**src/rtl/multicycle_ctrl_pkg.sv**
```systemverilog
// Shared encodings for the multi-cycle control unit:
// FSM states, opcodes and ALU operation codes.
package multicycle_ctrl_pkg;

  typedef enum logic [3:0] {
    S_IDLE   = 4'd0,
    S_FETCH  = 4'd1,
    S_DECODE = 4'd2,
    S_EXEC   = 4'd3,
    S_MEM    = 4'd4,
    S_WB     = 4'd5,
    S_HALT   = 4'd6
  } state_e;

  localparam logic [3:0] OP_ADD = 4'h0;
  localparam logic [3:0] OP_SUB = 4'h1;
  localparam logic [3:0] OP_AND = 4'h2;
  localparam logic [3:0] OP_OR  = 4'h3;
  localparam logic [3:0] OP_NOT = 4'h4;
  localparam logic [3:0] OP_LD  = 4'h5;
  localparam logic [3:0] OP_ST  = 4'h6;
  localparam logic [3:0] OP_BEQ = 4'h7;
  localparam logic [3:0] OP_JMP = 4'h8;
  localparam logic [3:0] OP_HLT = 4'hF;

  typedef enum logic [2:0] {
    ALU_ADD = 3'd0,
    ALU_SUB = 3'd1,
    ALU_AND = 3'd2,
    ALU_OR  = 3'd3,
    ALU_NOT = 3'd4
  } alu_op_e;

  function automatic logic op_legal(
    input logic [3:0] op
  );
    return (op <= OP_JMP) || (op == OP_HLT);
  endfunction

  function automatic logic op_is_alu(
    input logic [3:0] op
  );
    return op <= OP_NOT;
  endfunction

endpackage

```
**src/rtl/multicycle_ctrl_wait_timer.sv**
```systemverilog
// Memory-wait up-counter with clear, increment and
// terminal-count compare, clocked on the falling edge.
module wait_timer #(
  parameter int unsigned W  = 8,
  parameter int unsigned TC = 15
) (
  input  logic clk_i,
  input  logic rst_ni,
  input  logic clr_i,
  input  logic inc_i,
  output logic tc_o
);

  localparam logic [W-1:0] TCV = W'(TC);

  logic [W-1:0] cnt_q;
  logic [W-1:0] cnt_d;

  always_comb begin
    cnt_d = cnt_q;
    if (clr_i) begin
      cnt_d = '0;
    end else if (inc_i) begin
      cnt_d = cnt_q + W'(1);
    end
  end

  always_ff @(negedge clk_i or negedge rst_ni) begin
    if (!rst_ni) begin
      cnt_q <= '0;
    end else begin
      cnt_q <= cnt_d;
    end
  end

  assign tc_o = (cnt_q == TCV);

endmodule

```
**src/rtl/multicycle_ctrl.sv**
```systemverilog
// Multi-cycle FSM sequencing fetch/decode/execute/memory/
// writeback load enables, with memory-ready timeout.
module multicycle_ctrl
  import multicycle_ctrl_pkg::*;
#(
  parameter int unsigned TIMEOUT = 15,
  parameter int unsigned CNTW    = 8
) (
  input  logic            CLK,
  input  logic            R,
  input  logic            START,
  input  logic [3:0]      OPCODE,
  input  logic            ZERO,
  input  logic            MEM_RDY,
  output logic            MEM_RD,
  output logic            MEM_WR,
  output logic            PC_LD,
  output logic            PC_SEL,
  output logic            IR_LD,
  output logic            AB_LD,
  output logic            MDR_LD,
  output logic            RF_WE,
  output logic            RF_SRC,
  output logic [2:0]      ALU_OP,
  output logic            ILLEGAL,
  output logic            ERR,
  output logic            HALTED,
  output logic [CNTW-1:0] ICNT
);

  state_e            state_q;
  state_e            state_d;
  logic              err_q;
  logic              err_d;
  logic [CNTW-1:0]   icnt_q;
  logic [CNTW-1:0]   icnt_d;
  logic              waiting;
  logic              icnt_inc;
  logic              err_set;
  logic              tmr_clr;
  logic              tmr_inc;
  logic              tmr_tc;

  // A count at TIMEOUT only faults if ready is still low.
  assign tmr_clr = !waiting || (state_d != state_q);
  assign tmr_inc = waiting && !MEM_RDY;

  wait_timer #(
    .W  (8),
    .TC (TIMEOUT)
  ) u_wait_timer (
    .clk_i  (CLK),
    .rst_ni (R),
    .clr_i  (tmr_clr),
    .inc_i  (tmr_inc),
    .tc_o   (tmr_tc)
  );

  always_comb begin
    state_d  = state_q;
    waiting  = 1'b0;
    icnt_inc = 1'b0;
    err_set  = 1'b0;
    MEM_RD   = 1'b0;
    MEM_WR   = 1'b0;
    PC_LD    = 1'b0;
    PC_SEL   = 1'b0;
    IR_LD    = 1'b0;
    AB_LD    = 1'b0;
    MDR_LD   = 1'b0;
    RF_WE    = 1'b0;
    RF_SRC   = 1'b0;
    ALU_OP   = ALU_ADD;
    ILLEGAL  = 1'b0;
    HALTED   = 1'b0;
    unique case (state_q)
      S_IDLE: begin
        if (START) begin
          state_d = S_FETCH;
        end
      end
      S_FETCH: begin
        waiting = 1'b1;
        MEM_RD  = 1'b1;
        if (MEM_RDY) begin
          IR_LD   = 1'b1;
          PC_LD   = 1'b1;
          state_d = S_DECODE;
        end else if (tmr_tc) begin
          err_set = 1'b1;
          state_d = S_HALT;
        end
      end
      S_DECODE: begin
        AB_LD    = 1'b1;
        icnt_inc = 1'b1;
        unique case (1'b1)
          OPCODE == OP_HLT: state_d = S_HALT;
          !op_legal(OPCODE): begin
            ILLEGAL = 1'b1;
            state_d = S_FETCH;
          end
          default: state_d = S_EXEC;
        endcase
      end
      S_EXEC: begin
        unique case (1'b1)
          op_is_alu(OPCODE): begin
            ALU_OP  = OPCODE[2:0];
            state_d = S_WB;
          end
          OPCODE == OP_LD,
          OPCODE == OP_ST: begin
            ALU_OP  = ALU_ADD;
            state_d = S_MEM;
          end
          OPCODE == OP_BEQ: begin
            ALU_OP  = ALU_SUB;
            PC_LD   = ZERO;
            PC_SEL  = ZERO;
            state_d = S_FETCH;
          end
          OPCODE == OP_JMP: begin
            PC_LD   = 1'b1;
            PC_SEL  = 1'b1;
            state_d = S_FETCH;
          end
          default: state_d = S_FETCH;
        endcase
      end
      S_MEM: begin
        waiting = 1'b1;
        MEM_WR  = (OPCODE == OP_ST);
        MEM_RD  = (OPCODE != OP_ST);
        if (MEM_RDY) begin
          MDR_LD  = (OPCODE != OP_ST);
          state_d = (OPCODE == OP_ST) ? S_FETCH : S_WB;
        end else if (tmr_tc) begin
          err_set = 1'b1;
          state_d = S_HALT;
        end
      end
      S_WB: begin
        RF_WE   = 1'b1;
        RF_SRC  = (OPCODE == OP_LD);
        state_d = S_FETCH;
      end
      S_HALT: begin
        HALTED = 1'b1;
      end
      default: state_d = S_IDLE;
    endcase
  end

  assign err_d  = err_q | err_set;
  assign icnt_d = icnt_inc ? icnt_q + CNTW'(1) : icnt_q;

  always_ff @(negedge CLK or negedge R) begin
    if (!R) begin
      state_q <= S_IDLE;
      err_q   <= 1'b0;
      icnt_q  <= '0;
    end else begin
      state_q <= state_d;
      err_q   <= err_d;
      icnt_q  <= icnt_d;
    end
  end

  assign ERR  = err_q;
  assign ICNT = icnt_q;

endmodule
```
**config.mk**
```make
export PLATFORM = sky130hd
export DESIGN_NAME = multicycle_ctrl
export DESIGN_NICKNAME = d
export VERILOG_FILES = /design/src/rtl/multicycle_ctrl_pkg.sv /design/src/rtl/multicycle_ctrl_wait_timer.sv /design/src/rtl/multicycle_ctrl.sv
export SDC_FILE = /design/constraint.sdc
export NUM_CORES = 1
export LEC_CHECK = 0
export CAP_MARGIN = 20
export CORE_ASPECT_RATIO = 1.2
export CORE_MARGIN = 1
export CORE_UTILIZATION = 50
export CTS_BUF_LIST = sky130_fd_sc_hd__clkbuf_4 sky130_fd_sc_hd__clkbuf_8
export CTS_CLUSTER_DIAMETER = 60
export DETAILED_ROUTE_END_ITERATION = 16
export PLACE_DENSITY_LB_ADDON = 0.2
export SLEW_MARGIN = 20
export SYNTH_ARGS = -nofsm -noshare
export SYNTH_HDL_FRONTEND = slang
export SYNTH_SLANG_ARGS = --single-unit
```
**constraint.sdc**
```tcl
create_clock -name CLK -period 2.6 [get_ports CLK]
set_input_delay 0.78 -clock CLK [delete_from_list [all_inputs] [get_ports CLK]]
set_output_delay 0.78 -clock CLK [all_outputs]
set_load 0.02 [all_outputs]
```
==> reports/qor.yml, run 1 <==
outcome:
  stop_stage: "clock tree synthesis"
  toolErrorMsg: "[ERROR DPL-0038] Utilization greater than 100%, impossible to legalize"
  status: "did not finish"
synth:
  synth_compound_area_frac: 0.0946
  yosys.area_share.adder: 0.0208
  synth_ff_type: "dfrtn_1"
  synth_edf_count: 0
  syn_avg_cell_area_um2: 9.48
  synthesis.area_mm2: 0.00120
  synth-simple-area-share: 0.304
  synth_cell_types: 36
  synthCells: 127
  synth_top_family_by_area: "simple AND/OR/NAND/NOR gates"
  yosys_register_bits: 21
  synth_mux_area_frac: 0.00936
  synth_fp_nets: 138
  synth_xor_area_frac: 0.0946
  ys_warn_count: 0
  ys_seq_area_frac: 0.437
  async_flop_share: 1.00
floorplanning:
  die_h_um: 55.7
  io_pins: 32
  start_util: 0.527
  row_count: 19
  die_x_um: 46.8
placement:
  place_congestion: 0.856
  dpl_worst_slack_ns: -1.28
  hpwl_um: 2770
  io_buffers: 31
cts:
  cts_sinks: 21
  cts_setup_buffers: 29
  cts_resized: 192
  cts_buffers: 3
  clk_path_buf_depth: 2
  htree_num_levels: 1
  hold_buffers: 0
  cts-root-buf: "clkbuf_4"
## stage by stage
| step | cell area, um2 | cells | hold slack [ns] |
|---|---|---|---|
| 2_1_floorplan | 1500 | 127 | 0.364 |
| 3_3_place_gp | 1980 | 212 | 0.378 |
| 3_5_place_dp | 1980 | 212 | 0.397 |
## cells by family after synthesis
logic type      count (synthesis)
buf+inv                         9
xor+xnor                       13
simple gates                   62
other cells                     1
mux                             1
compound gates                 18
flops                          21
fa+ha+maj                       2
## cells in the mapped netlist (2+ instances only)
master / count / area (um2)
dfrtn_1: 21 / 526
nor2_1: 13 / 48.8
xnor2_1: 11 / 96.3
nand3_1: 8 / 40.0
nand2b_1: 6 / 37.5
a21oi_1: 5 / 25.0
and3_1: 4 / 25.0
nand2_1: 4 / 15.0
nor3_1: 4 / 20.0
nor4_1: 4 / 25.0
o21ai_0: 4 / 20.0
buf_2: 3 / 15.0
clkbuf_1: 3 / 11.3
nand4_1: 3 / 18.8
nor3b_1: 3 / 22.5
nor4b_1: 3 / 26.3
or3_1: 3 / 18.8
and4_1: 2 / 17.5
ha_1: 2 / 25.0
inv_1: 2 / 7.51
nand4bb_1: 2 / 22.5
o21bai_1: 2 / 15.0
xor2_1: 2 / 17.5
==> run 2: changes to the inputs <==
CORE_AREA = 2 2 63 65   (was not set)
CORE_ASPECT_RATIO = not set   (was 1.2)
CORE_MARGIN = not set   (was 1)
CORE_UTILIZATION = not set   (was 50)
CTS_BUF_LIST = not set   (was sky130_fd_sc_hd__clkbuf_4 sky130_fd_sc_hd__clkbuf_8)
CTS_CLUSTER_DIAMETER = not set   (was 60)
DIE_AREA = 0 0 65 67   (was not set)
PLACE_DENSITY_LB_ADDON = 0.15   (was 0.2)
==> run 2 against run 1 <==
  * The flow now finishes, with violations (setup timing)
  * Synthesized cell count stayed put
  * Area after synthesis stayed put
==> reports/qor.yml, run 2 <==
finish:
  area_delta_synth_final_pct: 104
  antenna_cells: 0
  final_area_mm2: 0.00245
  fin_cells: 265
  multiInputGateArea_um2: 940
  fill_cells: 278
  layout.area.seq_um2: 526
  drive_above_1_share: 0.613
  finish.utilization: 0.679
  layout.cells.most_common_list: "50 x buf_4, 33 x buf_6, 21 x dfrtn_1"
  fin_nets: 229
  mostFrequentLayoutCell: "buf_4"
sta:
  holdWs_ns: 0.424
  setup_viol: 35
  max_slew_margin: 0.343
  worst_slack_ns: -1.07
  maxSlewViolCount: 0
  rsz0062_at_grt: "yes"
  hold_viol: 0
  tightest_slew_ns: 0.978
  skew_ns: 0.00606
  setup_tns_ns: -18.03
floorplanning:
  die_h_um: 67  # +20%
  core-area_mm2: 0.00361
  row_count: 22  # +3
  start_util: 0.334  # -0.194
  io_pins: 32  # unchanged
  die_x_um: 65  # +39%
  die_area_mm2: 0.00436
synth:
  synth_fp_nets: 138  # unchanged
  syn_avg_cell_area_um2: 9.48  # unchanged
  synth_edf_count: 0  # unchanged
  synth_common_cells: "21 x dfrtn_1, 13 x nor2_1, 11 x xnor2_1, 8 x nand3_1, 6 x nand2b_1"
  synth.most_common_cell: "dfrtn_1"
  synth_cell_types: 36  # unchanged
  ys_warn_count: 0  # unchanged
  async_flop_share: 1.00  # unchanged
  synth.top_cells.by_area: "dfrtn_1 44%, xnor2_1 8.0%, nor2_1 4.1%"
  yosysTopAreaCell: "dfrtn_1"
  synth_top_area_share: 0.437  # unchanged
  ys_seq_area_frac: 0.437  # unchanged
  synthesis.area_mm2: 0.00120  # unchanged
  synth_ff_type: "dfrtn_1"
  yosys_register_bits: 21  # unchanged
  synthCells: 127  # unchanged
outcome:
  status: "finished, violations left"
  violations: "setup timing"
flow_run:
  drv_cap: 0
cts:
  cts_buffers: 3  # unchanged
  insertion_delay_ns: 0.28
  clk_path_buf_depth: 2  # unchanged
  cts-root-buf: "clkbuf_8"
  hold_buffers: 0  # unchanged
  cts_sinks: 21  # unchanged
  clk_pin_slew_worst_paths_ns: 0.06
  htree_num_levels: 1  # unchanged
  cts_tree: "built"
detailed_routing:
  dr.pass1.iters: 4
  routed_wl_um: 3940
  drcViolationCount: 0
  routed_via_density: 4.98
  wire_per_inst_um: 14.9
  vias: 1321
  drt_iter0_markers: 58
  ant_nets: 0
global_routing:
  grt.total_usage: 0.188
  overflow: 0
  antenna_found_initial: 0
  grt_pass1_vias: 1333
  grt_max_degree: 22
  grt_first_pass_wirelength_um: 6220
placement:
  dp_cells: 236  # +11%
  place_congestion: 0.779  # -9.0%
  placed_area_mm2: 0.00205  # +3.7%
  io_buffers: 31  # unchanged
  hpwl_um: 2560  # -7.8%
worst_hold_path:
  min_path_type: "reg2reg"
power_and_ir_drop:
  power_density_mw_per_mm2: 351
  ir_worst_vdd_mv: 0.278
  p_leak_uw: 0.00111
worst_setup_path:
  crit_required_ns: 1.82
  crit_chain: "buf_4 > nand2b_4 > nor4b_4 > o21bai_4 > buf_6"
  cp-start-kind: "flip-flop"
  cp_max_fo: 5
  critical_path.max_stage_delay_ns: 0.50
  arrival_ns: 2.89
  endpoint_kind: "primary output"
  crit_path_top_delay_cell: "dfrtn_1"
  crit_type: "reg2out"
## run 2: cell counts after synthesis
Identical to the previous run, type by type.
## run 2: repair_timing
item,in CTS,in global routing
resized for setup,178,20
buffers inserted,15,13
pin swaps,13,11
endpoints found under the setup margin,35,35
## run 2: path summary, 6_finish.rpt
path,from,to,slack (ns),cells after the start
setup / recovery,state_q[0],PC_LD,-1.07,5
hold / removal,u_wait_timer.cnt_q[0],u_wait_timer.cnt_q[0],0.42,1
max in group asynchronous,R,state_q[2],0.38,2
setup reg to reg,state_q[2],state_q[1],0.39,6
min in group asynchronous,R,u_wait_timer.cnt_q[5],2.05,2
hold reg to reg,u_wait_timer.cnt_q[0],u_wait_timer.cnt_q[0],0.42,1
## run 2: power by group
part | switching, uW | internal [uW]
logic | 127 | 146
registers | 17.5 | 348
clock network | 114 | 107
total | 259 | 601
## run 2: kinds of logic (layout without fill, tap and decap cells)
group                    count (synthesis)  after routing  share of synthesized area
XOR/XNOR                                13             13                     0.0946
AND/OR/NAND/NOR                         62             62                      0.304
other                                    1              1                    0.00312
flip-flops                              21             21                      0.437
adder cells (fa/ha/maj)                  2              2                     0.0208
multiplexers                             1              1                    0.00935
buffers and inverters                    9             99                     0.0374
AO/OA/AOI/OAI                           18             18                     0.0946
## run 2: critical path: cells and delay by family (launching register included)
| kind | cells | cell delay (ns) |
|---|---|---|
| and+or+nand+nor | 2 | 0.35 |
| buffers and inverters | 2 | 0.29 |
| AOI/OAI and AO/OA | 1 | 0.17 |
| DFF | 1 | 0.50 |
## run 2: per-stage QoR
step           total power [uW]  setup WS [ns]
6_report                    860          -1.07
5_1_grt                     903          -1.14
4_1_cts                     853          -1.00
3_5_place_dp                600          -1.32
3_3_place_gp                596          -1.26
2_1_floorplan               487         -0.737
## run 2: cell type report
cell class	count	area share
Sequential cell	21	0.215
Inverter	2	0.00306
Tap cell	48	0.0245
Timing Repair Buffer	93	0.355
Multi-Input combinational cell	97	0.384
Clock buffer	3	0.0169
Clock inverter	1	0.00204
## run 2: per-layer routing
metal  GRT usage  vias up  wire length [um]
met1       0.232      656              1670
met3      0.0372        6               118
met2       0.330       23              2100
met4      0.0585        0                53
met5           0        -                 0
li1            -      636                 -
No activity file was read; power rests on OpenSTA's default activity.
